$ cat config.mk
export PLATFORM = sky130hd
export DESIGN_NAME = ring_output_arbiter
export DESIGN_NICKNAME = d
export VERILOG_FILES = /design/src/rtl/ring_output_arbiter.sv
export SDC_FILE = /design/constraint.sdc
export NUM_CORES = 1
export LEC_CHECK = 0
export ABC_AREA = 1
export ABC_CLOCK_PERIOD_IN_PS = 2600
export BUFFER_PORTS_ARGS = -buffer_cell sky130_fd_sc_hd__buf_2
export CAP_MARGIN = 40
export CORE_AREA = 2 2 143 131
export CTS_CLUSTER_DIAMETER = 50
export DETAILED_ROUTE_END_ITERATION = 6
export DIE_AREA = 0 0 145 133
export PLACE_DENSITY_LB_ADDON = 0.08
export SKIP_LAST_GASP = 1
export SLEW_MARGIN = 15
export SYNTH_ARGS = -nofsm -noshare
export SYNTH_HDL_FRONTEND = slang
export SYNTH_SLANG_ARGS = --single-unit
$ cat constraint.sdc
create_clock -name clk -period 2.6 [get_ports clk]
set_input_delay 0.13 -clock clk [delete_from_list [all_inputs] [get_ports clk]]
set_output_delay 0.13 -clock clk [all_outputs]
set_load 0.005 [all_outputs]
$ cat src/rtl/ring_output_arbiter.sv
// Output-port scheduler for one ring-router channel: round-robin fill of the
// even/odd VC buffers, alternating send/fill with net_polarity.
// Optional stall statistic built only when ROUTER_ARB_STALL_CNT_EN is defined.
module ring_output_arbiter #(
    parameter int DATA_W  = 64,
    parameter int NUM_REQ = 3
) (
    input  logic                      clk,
    input  logic                      reset,
    input  logic                      net_polarity,
    input  logic [NUM_REQ-1:0]        req_valid,
    input  logic [NUM_REQ*DATA_W-1:0] req_data,
    output logic [NUM_REQ-1:0]        req_grant,
    input  logic                      net_ro,
    output logic                      net_so,
    output logic [DATA_W-1:0]         net_do,
    output logic [15:0]               stall_cnt
);

    localparam int PTR_W = (NUM_REQ > 2) ? $clog2(NUM_REQ) : 1;
    localparam int CW    = PTR_W + 1;

    logic                send_sel;
    logic                fill_sel;
    logic [NUM_REQ-1:0]  eligible;
    logic                found;
    logic [PTR_W-1:0]    gnt_idx;
    logic [CW-1:0]       cand;
    logic                grant_fire;

    logic [1:0]          full_q, full_d;
    logic [DATA_W-1:0]   data_buf_q [2];
    logic [DATA_W-1:0]   data_buf_d [2];
    logic [PTR_W-1:0]    rr_ptr_q [2];
    logic [PTR_W-1:0]    rr_ptr_d [2];

    assign send_sel = net_polarity;
    assign fill_sel = ~net_polarity;

    always_comb begin
        eligible = '0;
        for (int i = 0; i < NUM_REQ; i++) begin
            eligible[i] = req_valid[i] & (req_data[i*DATA_W + DATA_W - 1] == fill_sel);
        end
    end

    // Rotating scan from the fill VC's pointer; wrap is compare-and-subtract.
    always_comb begin
        found   = 1'b0;
        gnt_idx = '0;
        cand    = '0;
        for (int k = 0; k < NUM_REQ; k++) begin
            cand = CW'(rr_ptr_q[fill_sel]) + CW'(k);
            if (cand >= CW'(NUM_REQ)) begin
                cand = cand - CW'(NUM_REQ);
            end
            if (!found && eligible[cand[PTR_W-1:0]]) begin
                found   = 1'b1;
                gnt_idx = cand[PTR_W-1:0];
            end
        end
    end

    always_comb begin
        req_grant = '0;
        if (reset && found && !full_q[fill_sel]) begin
            req_grant[gnt_idx] = 1'b1;
        end
    end

    assign grant_fire = |req_grant;
    assign net_so     = full_q[send_sel] & net_ro;
    assign net_do     = net_so ? data_buf_q[send_sel] : '0;

    always_comb begin
        full_d     = full_q;
        data_buf_d = data_buf_q;
        rr_ptr_d   = rr_ptr_q;
        if (net_so) begin
            full_d[send_sel] = 1'b0;
        end
        if (grant_fire) begin
            full_d[fill_sel]     = 1'b1;
            data_buf_d[fill_sel] = req_data[int'(gnt_idx)*DATA_W +: DATA_W];
            rr_ptr_d[fill_sel]   = (gnt_idx == PTR_W'(NUM_REQ - 1)) ? '0 : gnt_idx + 1'b1;
        end
    end

    always_ff @(posedge clk or negedge reset) begin
        if (!reset) begin
            full_q        <= '0;
            data_buf_q[0] <= '0;
            data_buf_q[1] <= '0;
            rr_ptr_q[0]   <= '0;
            rr_ptr_q[1]   <= '0;
        end else begin
            full_q     <= full_d;
            data_buf_q <= data_buf_d;
            rr_ptr_q   <= rr_ptr_d;
        end
    end

`ifdef ROUTER_ARB_STALL_CNT_EN
    logic [15:0] stall_cnt_q, stall_cnt_d;

    // Counts cycles where a ready packet is held back by the downstream.
    always_comb begin
        stall_cnt_d = stall_cnt_q;
        if (full_q[send_sel] && !net_ro && (stall_cnt_q != 16'hFFFF)) begin
            stall_cnt_d = stall_cnt_q + 16'd1;
        end
    end

    always_ff @(posedge clk or negedge reset) begin
        if (!reset) begin
            stall_cnt_q <= '0;
        end else begin
            stall_cnt_q <= stall_cnt_d;
        end
    end

    assign stall_cnt = stall_cnt_q;
`else
    assign stall_cnt = 16'h0000;
`endif

endmodule
==> impl_metrics.toml <==
[layout]
area_growth_pct = 45.0
layout.nets = 1681
fill_cells = 1590
drive_gt1_frac = 0.333
diodes = 0
stdcell_area_sq_um = 11700

[route]
first_pass_iters = 7
wire_per_inst_um = 18.0
wl_mm = 31.3
via_count = 9492
vias_per_cell = 5.46
ant_nets = 0
drt_iter0_markers = 796
drc = 0

[yosys]
synth_cell_types = 24
syn-cell-area_sq_um = 8070
yosysWarnings = 0
async_flop_share = 1.00
netlist_top_cells_area = "dfrtp_1 (42%), nand2_1 (25%), nand3_1 (12%), nand4_1 (5.2%), a21oi_1 (4.0%)"
synth.top_cell.area_share = 0.416
netlist.top_cell.by_area = "dfrtp_1"
netlist_instances = 1174
synth_edf_count = 0
avgSynthCellArea_sq_um = 6.87
synth_top_cells_by_count = "nand2_1 (534), nand3_1 (197), dfrtp_1 (134), nand4_1 (67), a21oi_1 (65)"
post-synth-top-count-cell = "nand2_1"
synth_flop_cell = "dfrtp_1"
synth.ff_latch_count = 134
ys_seq_area_frac = 0.416

[pwr]
p_seq_frac = 0.251
power_frac_comb = 0.565
p_switching_w = 0.00590
p_leak_nw = 6.27
total_power_w = 0.0138
peakVddDrop_mv = 0.617
powerDensity_nw_per_um2 = 1180
swShare = 0.429
p_int_w = 0.00787
pwr-share-clk = 0.184

[floorplanning]
core_area_sq_um = 17900
start_util = 0.450
die_y_um = 133
die_w_um = 145
dieArea_sq_um = 19300
io_pins = 283
rows = 47

[critical_path]
cp.required_ns = 2.47
end_kind = "output pin"
cp_num_buf_inv = 7
startpoint_type = "register"
cp_slowest_cell = "dfrtp_1"
worst-path-max-fanout = 3
cp_top_family = "simple AND/OR/NAND/NOR gates"
path_cells = "or2_4 > o21ai_4 > inv_2 > ha_4 > inv_2 > buf_6 > nor2_4 > nand4_1 > nand2_2 > inv_2 > nor2_4 > nand2_2 > nand2_4 > buf_12 > buf_6 > nand2_4 > nor2_4 > buf_2"
crit_arrival_ns = 2.73
criticalPathCategory = "register to output pin"
crit_path_max_incr_delay_ns = 0.38

[cts]
numClockSinks = 134
clkTransAtPathRegs_ns = 0.06
numCtsBuffers = 17
cts_tree = "done"
clk-insertion-delay-late_ns = 0.43
cts_buffer_depth = 2
htreeDepth = 4
cts_root_buffer = "clkbuf_16"

[grt]
grt_max_degree = 135
grt_pass1_wl_mm = 45.9
antenna_found_initial = 0
grt.total_usage = 0.300
overflow = 0
grt_pass1_vias = 8565

[timing]
final-max-slew-violation-count = 0
worst_slack_ns = -0.264
setup_viol_count_final = 135
tightest_slew_ns = 0.773
rsz0062_at_grt = "yes"
fin_crit_sh = 1.10
hold_viol = 0
relSlewSlack = 0.485
min_period_ns = 2.86
fmax_mhz = 349
skew_ns = 0.0102

[placement]
dpl.hpwl_mm = 18.9
place_ws_ns = -0.339
portBuffers = 266
postPlaceCellArea_sq_um = 10000
gp_congestion = 0.896

[run_status]
violations = "negative setup slack"
outcome = "complete, but fails checks"

[worst_hold_path]
hp-class = "input pin to register"

[flow_run]
drv_cap = 0
layout make-up:
cell class / instances / area, sq um / share of cell area
clock buffers: 19 / 443 / 0.0379
well taps: 245 / 307 / 0.0262
flip-flops and latches: 134 / 3350 / 0.287
repair inverters: 1 / 8.76 / 0.000749
inverters: 21 / 106 / 0.00909
repair buffers: 384 / 2870 / 0.246
clock inverters: 13 / 171 / 0.0147
multi-input cells: 920 / 4440 / 0.379
timing repair:
item / in CTS / in global routing
hold buffers: 1 / 0
endpoints found under the hold margin: 134 / 0
gates cloned: 5 / 10
pin swaps: 22 / 34
gates resized for setup: 44 / 73
endpoints found under the setup margin: 135 / 136
setup buffers: 17 / 13
layout by cell type, fill, tap and decap left out, types with 2 or more instances in the layout:
| master | netlist | layout |
|---|---|---|
| a21oi_1 | 65 | 65 |
| buf_12 | 0 | 22 |
| buf_16 | 0 | 6 |
| buf_2 | 62 | 265 |
| buf_4 | 30 | 61 |
| buf_6 | 1 | 19 |
| bufinv_16 | 0 | 3 |
| clkbuf_16 | 0 | 26 |
| clkinv_4 | 0 | 2 |
| clkinv_8 | 0 | 2 |
| clkinvlp_4 | 0 | 5 |
| conb_1 | 1 | 16 |
| dfrtp_1 | 134 | 134 |
| ha_4 | 0 | 2 |
| inv_1 | 17 | 10 |
| inv_2 | 4 | 8 |
| inv_6 | 0 | 4 |
| nand2_1 | 534 | 522 |
| nand2_2 | 4 | 9 |
| nand2_4 | 0 | 7 |
| nand3_1 | 197 | 166 |
| nand3_2 | 4 | 30 |
| nand3_4 | 0 | 5 |
| nand4_1 | 67 | 67 |
| nor2_1 | 11 | 3 |
| nor2_2 | 1 | 3 |
| nor2_4 | 2 | 8 |
| o21ai_0 | 8 | 6 |
| o21ai_1 | 3 | 2 |
| o21ai_4 | 0 | 3 |
| or2_4 | 0 | 2 |
cell families after synthesis:
family                     synth area share
other                              0.000465
DFF                                   0.416
and+or+nand+nor                       0.443
adders and majority gates           0.00465
buffers and inverters                0.0873
AOI/OAI and AO/OA                    0.0484
per-stage QoR:
step | util | instances | hold WS, ns | setup TNS, ns
CTS | 0.618 | 1716 | 0.0707 | -11.64
global route | 0.652 | 1737 | 0.0921 | -37.86
detailed placement | 0.559 | 1661 | 0.315 | -31.36
global placement | 0.559 | 1661 | 0.314 | -25.08
finish | 0.652 | 1737 | 0.0647 | -21.09
floorplan | - | 1189 | -0.166 | 0
final timing paths:
check	startpoint	to	slack, ns	depth (start not counted)
hold / removal	req_data[164]	data_buf_q[100]$_DFFE_PN0P_	0.06	5
setup / recovery	rr_ptr_q[3]$_DFFE_PN0P_	req_grant[2]	-0.26	18
max in group asynchronous	reset	data_buf_q[106]$_DFFE_PN0P_	1.64	3
setup reg to reg	rr_ptr_q[3]$_DFFE_PN0P_	data_buf_q[63]$_DFFE_PN0P_	-0.23	19
hold reg to reg	data_buf_q[127]$_DFFE_PN0P_	data_buf_q[127]$_DFFE_PN0P_	0.47	2
min in group asynchronous	reset	data_buf_q[127]$_DFFE_PN0P_	0.37	3
state kept, by name, summed over array words and instances, names as in the netlist:
signal / count
data_buf_q: 128
full_q: 2
rr_ptr_q: 4
power by group through the flow:
stage               registers (W)  clock network [W]  logic [W]
floorplan                 0.00335                  0    0.00399
global route              0.00356            0.00263    0.00840
global placement          0.00343                  0    0.00593
detailed placement        0.00345                  0    0.00599
finish                    0.00346            0.00253    0.00778
CTS                       0.00344            0.00255    0.00692
metal layers:
layer	wire length, um	track usage	vias to the layer above
met5	0	0	-
met4	1040	0.103	0
met3	2740	0.0614	84
met2	14400	0.471	511
met1	13200	0.416	4446
li1	-	-	4451
worst reg2reg max path: cells and delay by family, from the launching register on:
family                   cells  cell delay [ns]
adder cells (fa/ha/maj)      1             0.27
flip-flops                   1             0.38
buffers and inverters        7             0.63
AO/OA/AOI/OAI                1             0.07
AND/OR/NAND/NOR             10             1.37
(Power assumes the default switching activity.)
